===== src/rtl/response_timer_ctrl.sv =====
// Response timer for the Braille trainer: arms the 1-second timer,
// counts its timeout pulses down to expiry or stops on an answer.
module response_timer_ctrl #(
   parameter int W = 4
) (
   input  logic         clk,
   input  logic         rst,
   input  logic         start,
   input  logic [W-1:0] limit_s,
   input  logic         answer_valid,
   input  logic         cancel,
   input  logic         timeout_1s,
   output logic         timer_rst,
   output logic         busy,
   output logic [W-1:0] secs_left,
   output logic [W-1:0] elapsed_s,
   output logic         expired,
   output logic         answered
);

   typedef enum logic [1:0] {
      IDLE = 2'd0,
      ARM  = 2'd1,
      RUN  = 2'd2,
      DONE = 2'd3
   } state_t;

   localparam logic [W-1:0] ONE  = W'(1);
   localparam logic [W-1:0] ZERO = '0;

   state_t       state_q, state_d;
   logic         timeout_q;
   logic [W-1:0] secs_left_q, secs_left_d;
   logic [W-1:0] elapsed_q, elapsed_d;
   logic         expired_q, expired_d;
   logic         answered_q, answered_d;
   logic         timer_rst_q, timer_rst_d;
   logic         busy_q, busy_d;
   logic         tick;

   assign tick = timeout_1s & ~timeout_q;

   // Next-state, counter updates and registered-output values.
   always_comb begin
      state_d     = state_q;
      secs_left_d = secs_left_q;
      elapsed_d   = elapsed_q;
      expired_d   = 1'b0;
      answered_d  = 1'b0;
      unique case (state_q)
         IDLE: begin
            if (start) begin
               secs_left_d = limit_s;
               elapsed_d   = ZERO;
               if (limit_s == ZERO) begin
                  expired_d = 1'b1;
                  state_d   = DONE;
               end else begin
                  state_d = ARM;
               end
            end
         end
         ARM: begin
            state_d = cancel ? IDLE : RUN;
         end
         RUN: begin
            if (cancel) begin
               state_d = IDLE;
            end else if (answer_valid) begin
               answered_d = 1'b1;
               state_d    = DONE;
            end else if (tick) begin
               secs_left_d = secs_left_q - ONE;
               elapsed_d   = elapsed_q + ONE;
               if (secs_left_q == ONE) begin
                  expired_d = 1'b1;
                  state_d   = DONE;
               end
            end
         end
         DONE: begin
            state_d = IDLE;
         end
         default: state_d = IDLE;
      endcase
      // Timer runs only while counting; busy covers arm and run.
      timer_rst_d = (state_d == RUN);
      busy_d      = (state_d == ARM) || (state_d == RUN);
   end

   // State, edge register and output registers.
   always_ff @(posedge clk) begin
      if (!rst) begin
         state_q     <= IDLE;
         timeout_q   <= 1'b0;
         secs_left_q <= '0;
         elapsed_q   <= '0;
         expired_q   <= 1'b0;
         answered_q  <= 1'b0;
         timer_rst_q <= 1'b0;
         busy_q      <= 1'b0;
      end else begin
         state_q     <= state_d;
         timeout_q   <= timeout_1s;
         secs_left_q <= secs_left_d;
         elapsed_q   <= elapsed_d;
         expired_q   <= expired_d;
         answered_q  <= answered_d;
         timer_rst_q <= timer_rst_d;
         busy_q      <= busy_d;
      end
   end

   assign timer_rst = timer_rst_q;
   assign busy      = busy_q;
   assign secs_left = secs_left_q;
   assign elapsed_s = elapsed_q;
   assign expired   = expired_q;
   assign answered  = answered_q;

endmodule


===== config.mk =====
export PLATFORM = sky130hd
export DESIGN_NAME = response_timer_ctrl
export DESIGN_NICKNAME = d
export VERILOG_FILES = /design/src/rtl/response_timer_ctrl.sv
export SDC_FILE = /design/constraint.sdc
export NUM_CORES = 1
export LEC_CHECK = 0
export CORE_MARGIN = 2
export CORE_UTILIZATION = 45
export DETAILED_ROUTE_END_ITERATION = 16
export PLACE_DENSITY = 0.79
export SYNTH_ARGS = -nofsm -noshare
export SYNTH_HDL_FRONTEND = slang
export SYNTH_SLANG_ARGS = --single-unit

===== constraint.sdc =====
create_clock -name clk -period 1.8 [get_ports clk]
set_input_delay 0.36 -clock clk [delete_from_list [all_inputs] [get_ports clk]]
set_output_delay 0.36 -clock clk [all_outputs]
set_load 0.01 [all_outputs]

# == Word-level counts from Yosys, hierarchy flattened ==
# Index checks and enable logic that the tools add are counted.
# totals
reg_bits,15
inputBits,10
out_inout_bits,12
# classes
addsub,2
eq_ne,10
mux,26
bitwise,4
n_reduce_logical,6
# op_table
op,n
two-way mux 4 bit,8
case mux 4 bit (2 select lines),2
two-way mux 2 bit,7
!= test 2 bit (second input constant),4
case mux 2 bit (4 select lines),1
two-way mux 1 bit,7
equality test 2 bit (second input constant),3
AND reduction 5 bit,1
adder 4 x 1 -> 4 bit (second input constant),1
equality test 2 x 1 -> 1 bit (second input constant),2
equality test 4 x 1 -> 1 bit (second input constant),1
zero test 4 bit,1
subtractor 4 x 1 -> 4 bit (second input constant),1
NOT 1 bit,3
OR reduction 3 bit,1
zero test 2 bit,1
case mux 1 bit (2 select lines),1
nonzero test 2 bit,1
AND 1 bit,1
logical OR 1 bit,1

# == Longest topological paths before layout ==
# depth
word_depth,8
ltp_mapped,7

# == Worst setup path before layout ==
# Ideal clock, no wire load.
# synth_path
kind,register -> register
start,register secs_left_q[2] (netlist: secs_left[2])
end,register timer_rst_q (netlist: timer_rst)
setup_ns,0.115
arrival_time_ns,1.353
required_time_ns,1.685
path_slack_ns,0.332
stages_incl_launch_ff,7
period_less_slack_ns,1.468
cell_sequence,dfxtp_1 > nor4b_1 > a21oi_1 > o21ai_0 > nand2_1 > ha_1 > and2_1
# synth_via
elab_chain_len,7
# synth_rtl
item,line,text
from (decl),33,"logic [W-1:0] secs_left_q, secs_left_d;"
from (signal assigned),105,secs_left_q <= secs_left_d;
equality test 4 x 1 -> 1 bit,75,if (secs_left_q == ONE) begin
two-way mux 2 bit,75,
two-way mux 2 bit,72,end else if (tick) begin
two-way mux 2 bit,69,end else if (answer_valid) begin
two-way mux 2 bit,67,if (cancel) begin
case mux 2 bit (4 select lines),50,unique case (state_q)
equality test 2 bit,87,timer_rst_d = (state_d == RUN);
named net timer_rst_d,37,"logic timer_rst_q, timer_rst_d;"
to (signal assigned),109,timer_rst_q <= timer_rst_d;
to (decl),37,
# The timed path passes the listed nets, and every way through them passes these cells.
# A chain may end at the register's enable or synchronous reset.

# == Worst setup path after layout ==
# layout_path
start,input port limit_s[1]
end,register busy_q (netlist: busy)
# layout_via
elab_chain_len,6
elab_cells_between_ends,7
# layout_rtl
item,line,text
from (decl),9,"input logic [W-1:0] limit_s,"
zero test 4 bit *,55,if (limit_s == ZERO) begin
two-way mux 2 bit *,55,
two-way mux 2 bit *,52,if (start) begin
case mux 2 bit (4 select lines) *,50,
named net state_d[1],31,"state_t state_q, state_d;"
equality test 2 x 1 -> 1 bit or equality test 2 bit (tied branches),88,busy_d = (state_d == ARM) || (state_d == RUN);
logical OR 1 bit *,88,
to (signal assigned),110,busy_q <= busy_d;
to (decl),38,"logic busy_q, busy_d;"
# Mark *: on every way through the listed nets, which the timed path passes. The rest lies on a longest branch.

==> flow_metrics.env <==
export IMPL_status="finished clean"
export IMPL_die_area_mm2=0.002130
export IMPL_register_area_um2=300.3
export IMPL_cp_arrival_ns=1.91
export IMPL_hpwl_um=1427
export IMPL_min_to="elapsed_s[3]"
export IMPL_drive_gt1_share_pct=22.40
export IMPL_grt_use_total_pct=20.74
export IMPL_cp_cell_sequence="clkdlybuf4s50_1, nor4_1, buf_4, a31oi_1, o21ai_1, ha_1, nor2_1"
export IMPL_path_buf_inv=2
export IMPL_cts_path_max_buffers=2
export IMPL_startpoint_type="input port"
export IMPL_vias_per_cell=5.521
export IMPL_portBuffers=21
export IMPL_r2r_start="state_q[1]"
export IMPL_setup_viol=0
export IMPL_num_vias=784
export IMPL_slowest_delay_ns=0.42
export IMPL_synth_seq_cells=15
export IMPL_cp_end_kind="flip-flop"
export IMPL_crit_fanout=2
export IMPL_wl_per_cell_um=13.31
export IMPL_synth_cell_area_um2=799.5
export IMPL_multiInputGateArea_um2=462.9
export IMPL_min_path_cells=2
export IMPL_hold_path_class="flip-flop to flip-flop"
export IMPL_path_class="input port to flip-flop"
export IMPL_peakVddDrop_v=0.0003880
export IMPL_drv_slew=0
export IMPL_core_area_mm2=0.001689
export IMPL_antenna_found_initial=0
export IMPL_fin_cells=142
export IMPL_grt_pass1_wl_um=3125
export IMPL_ios=22
export IMPL_htreeDepth=1
export IMPL_fmax_ghz=0.5934
export IMPL_hold_violations=0
export IMPL_path_delay_family="buffers and inverters"
export IMPL_drc=0
export IMPL_holdWs_ns=0.4853
export IMPL_num_antenna_cells=0
export IMPL_postCtsSetupBuffers=0
export IMPL_r2r_end="secs_left[1]"
export IMPL_period_share_pct=93.63
export IMPL_syn_avg_cell_area_um2=8.786
export IMPL_power_density_mw_per_mm2=638.9
export IMPL_r2r_slack_ns=0.25
export IMPL_start_util_pct=47.33
export IMPL_slew_headroom_pct=76.90
export IMPL_synth_nets=105
export IMPL_grt_max_degree=11
export IMPL_syn_to_final_growth_pct=41.94
export IMPL_min_from="elapsed_s[3]"
export IMPL_die_h_um=46.15
export IMPL_gp_congestion=0.7491
export IMPL_num_rows=15
export IMPL_grt_pass1_vias=762
export IMPL_root_buffer="clkbuf_4"
export IMPL_ys_types=35
export IMPL_cts_sinks=15
export IMPL_wirelength_um=1890
export IMPL_maxCapViolations=0
export IMPL_fin_crit_ns=1.685
export IMPL_dpl_cell_count=138
export IMPL_worstPathRequired_ns=2.03
export IMPL_postRouteAntennaNets=0
export IMPL_p_leak_nw=0.4626
export IMPL_rsz0062_at_grt="no"
export IMPL_seq_area_frac_synth_pct=37.56
export IMPL_clkLatencyLatePin_ns=0.28
export IMPL_r2r_cells=5
export IMPL_fin_nets=140
export IMPL_postSynthCellCount=91
export IMPL_synth_warnings=0
export IMPL_drtIter0Drc=12
export IMPL_fin_skew_ns=0.001569
export IMPL_clkTransAtPathRegs_ns=0.09
export IMPL_postCtsHoldBufs=0
export IMPL_cts_tree="yes"
export IMPL_n_fill_cell=146
export IMPL_grt_overflow=0
export IMPL_critPathSlowestCell="clkdlybuf4s50_1"
export IMPL_die_w_um=46.15
export IMPL_worst_pin_slew_ns=0.3429
export IMPL_numCtsBuffers=3
export IMPL_first_pass_iters=4
## cell type report
class	instances	share of cell area [%]
inverters	6	1.985
multi-input cells	67	40.79
flip-flops and latches	15	26.46
clock inverters	1	0.4410
well taps	17	1.874
clock buffers	3	1.985
repair buffers	33	26.46
## flip-flops by register name, summed over array words and instances, names as in the netlist
register   count
answered       1
busy           1
elapsed_s      4
expired        1
secs_left      4
state_q        2
timeout_q      1
timer_rst      1
## per-stage QoR
step                       power, W  utilization [%]  area, µm²  TNS (ns)  setup WS, ns
final                     0.0007250            67.19       1135         0        0.1147
after global routing      0.0007657            67.19       1135         0       0.04736
after CTS                 0.0007290            66.81       1129         0       0.01225
after detailed placement  0.0005371            65.19       1101   -0.5156       -0.2502
after global placement    0.0005322            65.19       1101   -0.3547       -0.1880
after floorplan           0.0004529                -      799.5         0        0.3319
## cells in the mapped netlist
master,instances,share of area [%]
a21boi_2,2,2.8
o21ai_2,3,3.3
nor4_1,1,0.78
dfxtp_1,15,38
nand3_1,1,0.63
and3_1,2,1.6
a211o_1,1,1.1
o32ai_1,1,1.1
ha_1,4,6.3
inv_1,6,2.8
a21oi_1,3,1.9
a21oi_2,3,3.3
nand2_1,11,5.2
nand2b_1,3,2.3
and2_1,3,2.3
nor4b_1,1,1.1
nor2_1,6,2.8
or2_2,1,0.78
and2b_1,1,0.94
buf_6,1,1.4
or3_4,1,1.4
a31oi_1,1,0.78
o21ai_0,4,2.5
mux2i_1,1,1.3
and4bb_1,1,1.6
o2bb2ai_1,1,1.1
or3_1,3,2.3
buf_2,1,0.63
nor2b_1,3,2.3
nand4_1,1,0.78
clkbuf_1,1,0.47
o31a_1,1,1.1
o311a_1,1,1.3
nor3_1,1,0.63
a2bb2oi_2,1,1.9
## where the power goes
part           internal (W)  switching, W
clock network     0.0000824      0.000109
logic             0.0000965     0.0000728
registers          0.000347     0.0000175
## worst register-to-register path: cells and delay by family (launching register included)
kind            cells  cell delay [ns]
flops               1             0.54
buf+inv             1             0.17
simple gates        1             0.28
compound gates      3             0.50
## routing by layer
layer  global-route usage [%]  vias to the layer above  wire length, µm  part of all wire (%)
met2                    35.28                       16              964                    51
li1                         -                      387                -                     -
met4                    8.571                        0               14                  0.74
met3                    4.706                        2               50                   2.6
met1                    24.76                      379              860                    46
met5                        0                        -                0                     0
## what timing repair did
action	4_1_cts	5_1_grt
resized for setup	0	3
hold endpoints to repair	0	0
endpoints found under the setup margin	0	2
## how the worst max path moves through the flow
stage,from,to,slack (ns),cells after the start
6_report,limit_s[1],busy,0.11,7
3_3_place_gp,limit_s[1],busy,-0.19,7
3_5_place_dp,timeout_1s,busy,-0.25,7
4_1_cts,timeout_1s,busy,0.01,7
2_1_floorplan,secs_left[2],timer_rst,0.33,6
5_1_grt,limit_s[1],busy,0.05,7
## cells in the final DEF (no fill, tap or decap), types with 2 or more instances in the layout
master / n
clkdlybuf4s50_1: 21
dfxtp_1: 15
buf_4: 12
nand2_1: 11
inv_1: 6
nor2_1: 6
ha_1: 4
nor2b_1: 3
nand2b_1: 3
a21oi_1: 3
and2_1: 3
o21ai_2: 3
or3_1: 3
a21oi_2: 3
clkbuf_4: 3
o21ai_1: 2
and3_1: 2
a21boi_2: 2
o21ai_0: 2
## kinds of logic (layout without fill, tap and decap cells)
kind of cell | count (synthesis) | in the layout | share of synthesized area, %
simple gates | 40 | 40 | 27.54
compound gates | 22 | 22 | 22.07
flops | 15 | 15 | 37.56
buf+inv | 9 | 43 | 5.319
fa+ha+maj | 4 | 4 | 6.260
mux | 1 | 1 | 1.252
Note: power is estimated with default switching activity, not from simulation.
